File: config.mk
export PLATFORM = sky130hd
export DESIGN_NAME = fp32_mul_normalize
export DESIGN_NICKNAME = d
export VERILOG_FILES = /design/src/rtl/fp32_mul_normalize.sv
export SDC_FILE = /design/constraint.sdc
export NUM_CORES = 1
export LEC_CHECK = 0
export CAP_MARGIN = 20
export CORE_ASPECT_RATIO = 1.75
export CORE_MARGIN = 2
export CORE_UTILIZATION = 30
export CTS_CLUSTER_DIAMETER = 80
export DETAILED_ROUTE_END_ITERATION = 10
export PLACE_DENSITY = 0.49
export SETUP_SLACK_MARGIN = 0.4
export SYNTH_ARGS = -nofsm -noshare
export SYNTH_HDL_FRONTEND = slang
export SYNTH_SLANG_ARGS = --single-unit
File: constraint.sdc
create_clock -name clk -period 11.02 [get_ports clk]
set_input_delay 1.653 -clock clk [delete_from_list [all_inputs] [get_ports clk]]
set_output_delay 1.653 -clock clk [all_outputs]
set_load 0.01 [all_outputs]
File: src/rtl/fp32_mul_normalize.sv
// fp32_mul_normalize: back end of an FP32 multiplier. Takes the raw operands
// and the 48-bit significand product from the upstream multiplier array,
// handles special operands, normalises, denormalises tiny results, rounds to
// nearest-even and packs the result with IEEE exception flags.
// Two-stage valid/ready pipeline: S1 normalises, S2 rounds into the output
// register.
module fp32_mul_normalize #(
    parameter logic [31:0] CANON_NAN = 32'h7FC00000
) (
    input  logic        clk,
    input  logic        rst,
    input  logic        in_valid,
    output logic        in_ready,
    input  logic [31:0] in_a,
    input  logic [31:0] in_b,
    input  logic [47:0] in_product,
    output logic        out_valid,
    input  logic        out_ready,
    output logic [31:0] out_result,
    output logic [3:0]  out_flags
);

    // Position of the most significant set bit, expressed as leading zeros.
    // The highest set bit is visited last, so it wins.
    function automatic logic [5:0] count_lz(input logic [47:0] v);
        logic [5:0] n;
        n = 6'd0;
        for (int i = 0; i < 48; i++) begin
            if (v[i]) n = 6'(47 - i);
        end
        return n;
    endfunction

    // ------------------------------------------------------------------
    // Handshake
    // ------------------------------------------------------------------
    logic s1_valid;
    logic s2_valid;
    logic in_fire;
    logic s2_load;

    assign in_ready  = !s1_valid || !s2_valid || out_ready;
    assign in_fire   = in_valid && in_ready;
    assign s2_load   = s1_valid && (!s2_valid || out_ready);
    assign out_valid = s2_valid;

    // ------------------------------------------------------------------
    // S1 combinational: operand classification and normalisation
    // ------------------------------------------------------------------
    logic [7:0]  exp_a, exp_b;
    logic [22:0] frac_a, frac_b;
    logic        a_nan, b_nan, a_inf, b_inf, a_zero, b_zero;
    logic [7:0]  exp_a_eff, exp_b_eff;
    logic [5:0]  lz;
    logic [9:0]  e_norm;
    logic [47:0] q_norm;
    logic        sign_in;

    assign exp_a  = in_a[30:23];
    assign exp_b  = in_b[30:23];
    assign frac_a = in_a[22:0];
    assign frac_b = in_b[22:0];

    assign a_nan  = (exp_a == 8'hFF) && (frac_a != 23'd0);
    assign b_nan  = (exp_b == 8'hFF) && (frac_b != 23'd0);
    assign a_inf  = (exp_a == 8'hFF) && (frac_a == 23'd0);
    assign b_inf  = (exp_b == 8'hFF) && (frac_b == 23'd0);
    assign a_zero = (exp_a == 8'h00) && (frac_a == 23'd0);
    assign b_zero = (exp_b == 8'h00) && (frac_b == 23'd0);

    assign sign_in = in_a[31] ^ in_b[31];

    // Subnormals share the exponent of the smallest normal.
    assign exp_a_eff = (exp_a == 8'h00) ? 8'd1 : exp_a;
    assign exp_b_eff = (exp_b == 8'h00) ? 8'd1 : exp_b;

    assign lz     = count_lz(in_product);
    assign q_norm = in_product << lz;
    // Two's-complement 10-bit exponent; negative values mean a tiny result.
    assign e_norm = {2'b00, exp_a_eff} + {2'b00, exp_b_eff} - 10'd126 - {4'b0000, lz};

    logic        sp_hit;
    logic [31:0] sp_result;
    logic [3:0]  sp_flags;

    // Special-operand decode in priority order.
    always_comb begin
        // NOTE: every output of this block gets a default first so no path
        // leaves it unassigned; otherwise synthesis infers a latch.
        sp_hit    = 1'b0;
        sp_result = 32'd0;
        sp_flags  = 4'b0000;
        if (a_nan || b_nan) begin
            sp_hit    = 1'b1;
            sp_result = CANON_NAN;
            sp_flags  = {(a_nan && !frac_a[22]) || (b_nan && !frac_b[22]), 3'b000};
        end else if ((a_zero && b_inf) || (a_inf && b_zero)) begin
            sp_hit    = 1'b1;
            sp_result = CANON_NAN;
            sp_flags  = 4'b1000;
        end else if (a_inf || b_inf) begin
            sp_hit    = 1'b1;
            sp_result = {sign_in, 8'hFF, 23'd0};
        end else if (in_product == 48'd0) begin
            sp_hit    = 1'b1;
            sp_result = {sign_in, 31'd0};
        end
    end

    // ------------------------------------------------------------------
    // S1 registers
    // ------------------------------------------------------------------
    logic        s1_sign;
    logic        s1_special;
    logic [31:0] s1_sp_result;
    logic [3:0]  s1_sp_flags;
    logic [9:0]  s1_exp;
    logic [47:0] s1_q;

    // S1 occupancy: filled on input transfer, emptied when S2 takes the beat.
    always_ff @(posedge clk or posedge rst) begin
        // NOTE: state is updated with non-blocking assignments so every
        // register samples the pre-edge values regardless of statement order.
        if (rst) begin
            s1_valid <= 1'b0;
        end else if (in_fire) begin
            s1_valid <= 1'b1;
        end else if (s2_load) begin
            s1_valid <= 1'b0;
        end
    end

    // S1 payload capture on input transfer.
    always_ff @(posedge clk) begin
        // NOTE: payload registers carry no reset; they are only observed
        // when s1_valid is set, which is itself reset.
        if (in_fire) begin
            s1_sign      <= sign_in;
            s1_special   <= sp_hit;
            s1_sp_result <= sp_result;
            s1_sp_flags  <= sp_flags;
            s1_exp       <= e_norm;
            s1_q         <= q_norm;
        end
    end

    // ------------------------------------------------------------------
    // S2 combinational: denormalise, round, pack
    // ------------------------------------------------------------------
    logic        e_tiny;
    logic [9:0]  den_full;
    logic [4:0]  den_amt;
    logic [47:0] q_den;
    logic        den_sticky;
    logic [9:0]  e_pre;
    logic [22:0] frac_t;
    logic        guard_bit;
    logic        sticky_bit;
    logic        round_up;
    logic [23:0] frac_rnd;
    logic [9:0]  e_post;
    logic        inexact;
    logic        overflow;
    logic [31:0] s2_result;
    logic [3:0]  s2_flags;
    logic        unused_q_msb;

    assign e_tiny   = s1_exp[9] || (s1_exp == 10'd0);
    assign den_full = 10'd1 - s1_exp;
    // Beyond 26 places every significand bit is already below the sticky.
    assign den_amt  = !e_tiny ? 5'd0 :
                      (den_full > 10'd26) ? 5'd26 : den_full[4:0];

    assign q_den      = s1_q >> den_amt;
    assign den_sticky = |(s1_q & ((48'd1 << den_amt) - 48'd1));
    assign e_pre      = e_tiny ? 10'd0 : s1_exp;

    assign frac_t     = q_den[46:24];
    assign guard_bit  = q_den[23];
    assign sticky_bit = (|q_den[22:0]) || den_sticky;
    assign round_up   = guard_bit && (sticky_bit || frac_t[0]);
    assign frac_rnd   = {1'b0, frac_t} + {23'd0, round_up};
    // Fraction carry bumps the exponent; subnormal rounds up to min normal.
    assign e_post     = e_pre + {9'd0, frac_rnd[23]};
    assign inexact    = guard_bit || sticky_bit;
    assign overflow   = (e_post >= 10'd255);

    // The hidden bit is implied by the exponent field.
    assign unused_q_msb = q_den[47];

    // Final result selection for the output register.
    always_comb begin
        s2_result = {s1_sign, e_post[7:0], frac_rnd[22:0]};
        s2_flags  = {1'b0, 1'b0, e_tiny && inexact, inexact};
        if (s1_special) begin
            s2_result = s1_sp_result;
            s2_flags  = s1_sp_flags;
        end else if (overflow) begin
            s2_result = {s1_sign, 8'hFF, 23'd0};
            s2_flags  = 4'b0101;
        end
    end

    // Output register: loads from S1 when empty or draining, holds on stall.
    always_ff @(posedge clk or posedge rst) begin
        if (rst) begin
            s2_valid   <= 1'b0;
            out_result <= 32'd0;
            out_flags  <= 4'b0000;
        end else if (s2_load) begin
            s2_valid   <= 1'b1;
            out_result <= s2_result;
            out_flags  <= s2_flags;
        end else if (out_ready) begin
            s2_valid   <= 1'b0;
        end
    end

endmodule
# Word level (Yosys, flattened, before mapping)
# Cells that the tools add are included.
# word_totals
regBits	134
word_cells	137
# classes
addsub	7
order_cmp	2
eq_ne	2
shift	3
mux	66
bitwise_logic	2
reduce_logical	43
# op_table
cell	n
6-bit 2-to-1 mux	48
32-bit 2-to-1 mux	3
48-bit AND	1
48-bit zero test	1
48-bit OR reduction	1
1-bit by 5-bit << shifter with 48-bit output (first input constant)	1
48-bit by 6-bit << shifter with 48-bit output	1
48-bit by 5-bit >> shifter with 47-bit output	1
48-bit by 1-bit subtractor with 48-bit output (second input constant)	1
23-bit zero test	2
23-bit nonzero test	2
31-bit 2-to-1 mux	1
23-bit by 1-bit adder with 24-bit output	1
23-bit OR reduction	1
8-bit equality test (second input constant)	2
8-bit zero test	2
8-bit 2-to-1 mux	2
1-bit logical AND	14
4-bit 2-to-1 mux	3
1-bit logical OR	11
10-bit by 1-bit adder with 10-bit output	1
10-bit by 8-bit >= comparator with 1-bit output (second input constant)	1
10-bit by 5-bit greater-than comparator with 1-bit output (second input constant)	1
10-bit zero test	1
13 further kinds	22

# Depth between registers and ports, before layout
# depth
ltp_word	49
mapped_depth	47

# Least setup slack after synthesis
# Ideal clock, no wire load.
# synth_timing
kind	flip-flop to flip-flop
start	reg s1_exp[1]
end	reg out_flags[1]
setup_ns	0.095
arrival_ns	8.101
required_time_ns	10.925
slack_ns	2.824
path_stages_with_launch	45
period_less_slack_ns	8.196
cell_sequence	edfxtp_1 -> buf_2 -> inv_1 -> clkbuf_1 -> ha_1 -> buf_4 -> or4b_1 -> o22ai_1 -> nand3_1 -> buf_2 -> nor3_4 -> buf_4 -> clkbuf_1 -> nand3_1 -> ha_1 -> clkbuf_1 -> o21ai_1 -> nor2_1 -> (+9 left out) -> o2bb2a_2 -> buf_4 -> nor4_4 -> and3_1 -> ha_1 -> ha_1 -> and3_1 -> nand3_1 -> xor2_1 -> nor2_1 -> nand4_1 -> nor3_1 -> a31oi_1 -> nand2b_1 -> clkbuf_1 -> or2_2 -> clkbuf_1 -> o31ai_1
# synth_between
elab_chain_len	16
# synth_rtl
item	line_no	rtl
start, declared	117	logic [9:0] s1_exp;
start signal, assigned	142	s1_exp <= e_norm;
1-bit by 10-bit subtractor with 10-bit output	169	assign den_full = 10'd1 - s1_exp;
10-bit by 5-bit greater-than comparator with 1-bit output	172	(den_full > 10'd26) ? 5'd26 : den_full[4:0];
5-bit 2-to-1 mux	172	
5-bit 2-to-1 mux	171	assign den_amt = !e_tiny ? 5'd0 :
1-bit by 5-bit << shifter with 48-bit output	175	assign den_sticky = |(s1_q & ((48'd1 << den_amt) - 48'd1));
48-bit by 1-bit subtractor with 48-bit output	175	
48-bit AND	175	
48-bit OR reduction	175	
1-bit logical OR	180	assign sticky_bit = (|q_den[22:0]) || den_sticky;
1-bit logical OR	181	assign round_up = guard_bit && (sticky_bit || frac_t[0]);
1-bit logical AND	181	
23-bit by 1-bit adder with 24-bit output	182	assign frac_rnd = {1'b0, frac_t} + {23'd0, round_up};
10-bit by 1-bit adder with 10-bit output	184	assign e_post = e_pre + {9'd0, frac_rnd[23]};
10-bit by 8-bit >= comparator with 1-bit output	186	assign overflow = (e_post >= 10'd255);
3-bit 2-to-1 mux *	198	end else if (overflow) begin
4-bit 2-to-1 mux *	195	if (s1_special) begin
end signal, assigned	213	out_flags <= s2_flags;
end, declared	20	output logic [3:0] out_flags
# Every way passes the cells marked *; elsewhere a longest branch is shown, timed or not.
# A chain may end at the register's enable or synchronous reset.

# Final worst setup path
# layout_timing
start	reg s1_exp[1]
end	reg out_result[12]
# layout_between
elab_chain_len	16
# layout_rtl
item	line_no	rtl
1-bit by 10-bit subtractor with 10-bit output	169	
10-bit by 5-bit greater-than comparator with 1-bit output	172	
5-bit 2-to-1 mux	172	
5-bit 2-to-1 mux	171	
1-bit by 5-bit << shifter with 48-bit output	175	
48-bit by 1-bit subtractor with 48-bit output	175	
48-bit AND	175	
48-bit OR reduction	175	
1-bit logical OR	180	
1-bit logical OR	181	
1-bit logical AND	181	
23-bit by 1-bit adder with 24-bit output	182	
10-bit by 1-bit adder with 10-bit output	184	
10-bit by 8-bit >= comparator with 1-bit output	186	
31-bit 2-to-1 mux *	198	
32-bit 2-to-1 mux *	195	
end signal, assigned	212	out_result <= s2_result;
end, declared	19	output logic [31:0] out_result,
# Marked as above.

==> flow_summary.ini <==
[synth]
syn_avg_cell_area_um2 = 7.950
synthXorXnorAreaFrac = 0.02319
synthesis.area_mm2 = 0.01247
synth_compound_gate_area_share = 0.2499
ys_seq_elements = 102
ys.flop_type = edfxtp_1
ys_top_cells_by_count = nand2_1 (175), nor2_1 (161), o21ai_0 (104), mux2i_1 (85), a21oi_1 (77)
ys_warn_count = 0
synthAdderAreaFrac = 0.03433
async_reset_ff_frac = 0.3725
synth_cells = 1568
synth_top_family_by_area = simple AND/OR/NAND/NOR gates
yosysSeqAreaShare = 0.2305
synth_top_area_frac = 0.1542
yosys.area.top_type = edfxtp_1
syn_nets = 1714
synth_area_leaders = edfxtp_1 (15%), dfrtp_1 (7.6%), mux2i_1 (6.8%), mux4_2 (6.3%), nand2_1 (5.3%)
synth_edf_count = 64
ys_types = 101
synthSimpleGateAreaFrac = 0.2552
synth.area.mux_share = 0.1468
yosysMostFrequentCell = nand2_1

[worst_setup_path]
worstReg2RegStart = s1_exp[1]
r2r_end = out_result[12]
crit_fanout = 36
worst-path-stages = 38
cp_slowest_cell = o21ai_0
end_kind = register
regToRegSetupSlack_ps = 1400
cp-endpoint = out_result[12]
crit_type = reg -> reg
slowest_delay_ps = 630
required_ps = 11340
critPathBufInv = 2
start_kind = register
crit_family = simple AND/OR/NAND/NOR gates
worstPathArrival_ps = 9940
cp-startpoint = s1_exp[1]
r2r.worst_path.cells = 38

[power]
p_switching_uw = 824.7
pwr-share-seq = 0.309
p_sw_frac = 0.4607
p_int_uw = 965.2
powerDensity_mw_per_mm2 = 121.1
power.leakage_nw = 5.489
ir_drop_mv = 0.08809
combPwrFrac = 0.506
clockPowerShare = 0.185

[clocking]
htree_levels = 3
cts.repair.resized = 0
clk_path_buf_depth = 2
root_buffer = clkbuf_16
clk_transition_reported_paths_ps = 80
cts_made_buffers = 9
cts_sinks = 102
ctsHoldBuffers = 0
clk-insertion-delay-late_ps = 380
cts_tree = done
post_cts_buffers = 0

[die]
dieArea_mm2 = 0.04326
core_area_mm2 = 0.04095
initial_core_util = 0.3044
fp.dieH_um = 273.7
die_x_um = 158.1
io_pins = 154
rows = 98

[timing]
hold_violations = 0
period_minus_slack_ps = 9621
fin_setup_tns_ps = 0
skew_ps = 12.51
fmax_mhz = 103.9
slew_headroom = 0.1564
setup_violations = 0
worst_slew_pin_slew_ps = 1265
maxSlewViolCount = 0
fin_crit_sh = 0.8731
grt_setup_unrepaired = false

[placed_design]
port_buffers = 153
dp_hpwl_um = 46360
gp_congestion = 0.9762

[final_layout]
syn2layout_area_growth_pct = 18.56
drive_above_1_share = 0.09492
diodes = 0
fin_nets = 1795
num-fill-cells = 4315
fin_util = 0.3609

[hold_path]
min_path_type = reg -> reg

[route]
ant_nets = 0
vias = 13380
drc = 0
viasPerCell = 6.069
firstDrtPassIters = 6
drt-initial-drc-count = 1084
routed_wl_um = 58190
wl_per_cell_um = 26.40

[global_routing]
grt_pass1_vias = 13660
grt_first_pass_wirelength_um = 86470
antenna_found_initial = 0
grt_use_total = 0.2705
grt_max_degree = 65
gr-total-overflow = 0

[run]
maxCapViolations = 0

[run_status]
status = finished, final reports clean
[layout by cell type (no fill, tap or decap), types with 9 or more instances in the layout]
| cell | instances |
|---|---|
| and3_1 | 9 |
| o21ai_0 | 103 |
| a22oi_1 | 11 |
| nor4_1 | 47 |
| nor3_1 | 59 |
| buf_4 | 38 |
| clkdlybuf4s50_1 | 153 |
| or3_1 | 11 |
| o31ai_1 | 21 |
| a22o_1 | 9 |
| xor2_1 | 16 |
| a211oi_1 | 29 |
| a31oi_1 | 24 |
| mux4_2 | 35 |
| o211ai_1 | 17 |
| o21a_1 | 9 |
| edfxtp_1 | 64 |
| nor2_1 | 160 |
| and2_1 | 11 |
| dfrtp_1 | 38 |
| nand4_1 | 25 |
| xnor2_1 | 17 |
| nand3_1 | 62 |
| mux2i_1 | 85 |
| nand2_1 | 175 |
| a21oi_1 | 77 |
| clkbuf_16 | 9 |
| o22ai_1 | 19 |
| nand2b_1 | 15 |
| o32ai_1 | 15 |
| ha_1 | 23 |
| inv_1 | 53 |
| a21o_1 | 10 |
| mux2_2 | 16 |
[cell families (layout without fill, tap and decap cells)]
family	after synthesis	after routing
compound gates	453	453
xor+xnor	33	33
fa+ha+maj	30	30
buf+inv	178	264
flops	102	102
mux	137	137
simple gates	635	635
[flip-flops by register name, indices dropped and copies added (netlist names)]
| signal | flops |
|---|---|
| s1_sign | 1 |
| out_result | 32 |
| s1_valid | 1 |
| s1_exp | 10 |
| s1_sp_result | 3 |
| out_flags | 4 |
| s1_q | 48 |
| s1_special | 1 |
| s1_sp_flags | 1 |
| out_valid | 1 |
[power groups by stage]
stage	registers, mW	clock network [mW]	logic, mW
5_1_grt	0.558	0.356	0.974
3_3_place_gp	0.559	0	0.889
4_1_cts	0.550	0.340	0.891
6_report	0.553	0.331	0.906
3_5_place_dp	0.558	0	0.887
2_1_floorplan	0.517	0	0.559
[through the flow]
step	power, mW	area (um^2)	hold WS (ps)	setup WS, ps	instances
detailed placement	1.446	14470	464.4	1526	2188
global route	1.887	14780	500.2	652.5	2204
floorplan	1.076	12470	452.5	2824	1568
finish	1.790	14780	481.2	1399	2204
CTS	1.781	14780	483.6	1492	2204
global placement	1.448	14470	456.1	1668	2188
[per-layer routing]
metal | GRT usage | wire length [um] | vias to the layer above
li1 | - | - | 6163
met3 | 0.04069 | 2796 | 273
met5 | 0 | 0 | -
met1 | 0.2499 | 18380 | 6323
met4 | 0.2598 | 6648 | 0
met2 | 0.4922 | 30370 | 617
[worst register-to-register path, delay by kind of cell (launching register included)]
family,cells,cell delay (ps)
adders and majority gates,5,1550
AOI/OAI and AO/OA,8,2480
buffers and inverters,2,400
xor gates and xnor gates,1,180
DFF,1,360
and+or+nand+nor,22,4580
[final cells by class]
type / count / area [um^2] / share of cell area
multi-input cells: 1288 / 8876 / 0.6006
well taps: 550 / 688.2 / 0.04656
clock inverters: 7 / 86.33 / 0.005842
clock buffers: 9 / 225.2 / 0.01524
inverters: 57 / 214.0 / 0.01448
repair buffers: 191 / 1817 / 0.1229
flip-flops and latches: 102 / 2873 / 0.1944
[how the worst min path moves through the flow]
stage                         startpoint        endpoint  slack (ps)  depth (start not counted)
after floorplan           s1_sp_flags[3]    out_flags[3]         450                          2
after global placement    out_result[30]  out_result[30]         460                          2
after detailed placement  out_result[30]  out_result[30]         460                          2
after CTS                 out_result[30]  out_result[30]         480                          2
after global routing       out_result[2]   out_result[2]         500                          2
final                     out_result[30]  out_result[30]         480                          2
(Power assumes the default switching activity.)
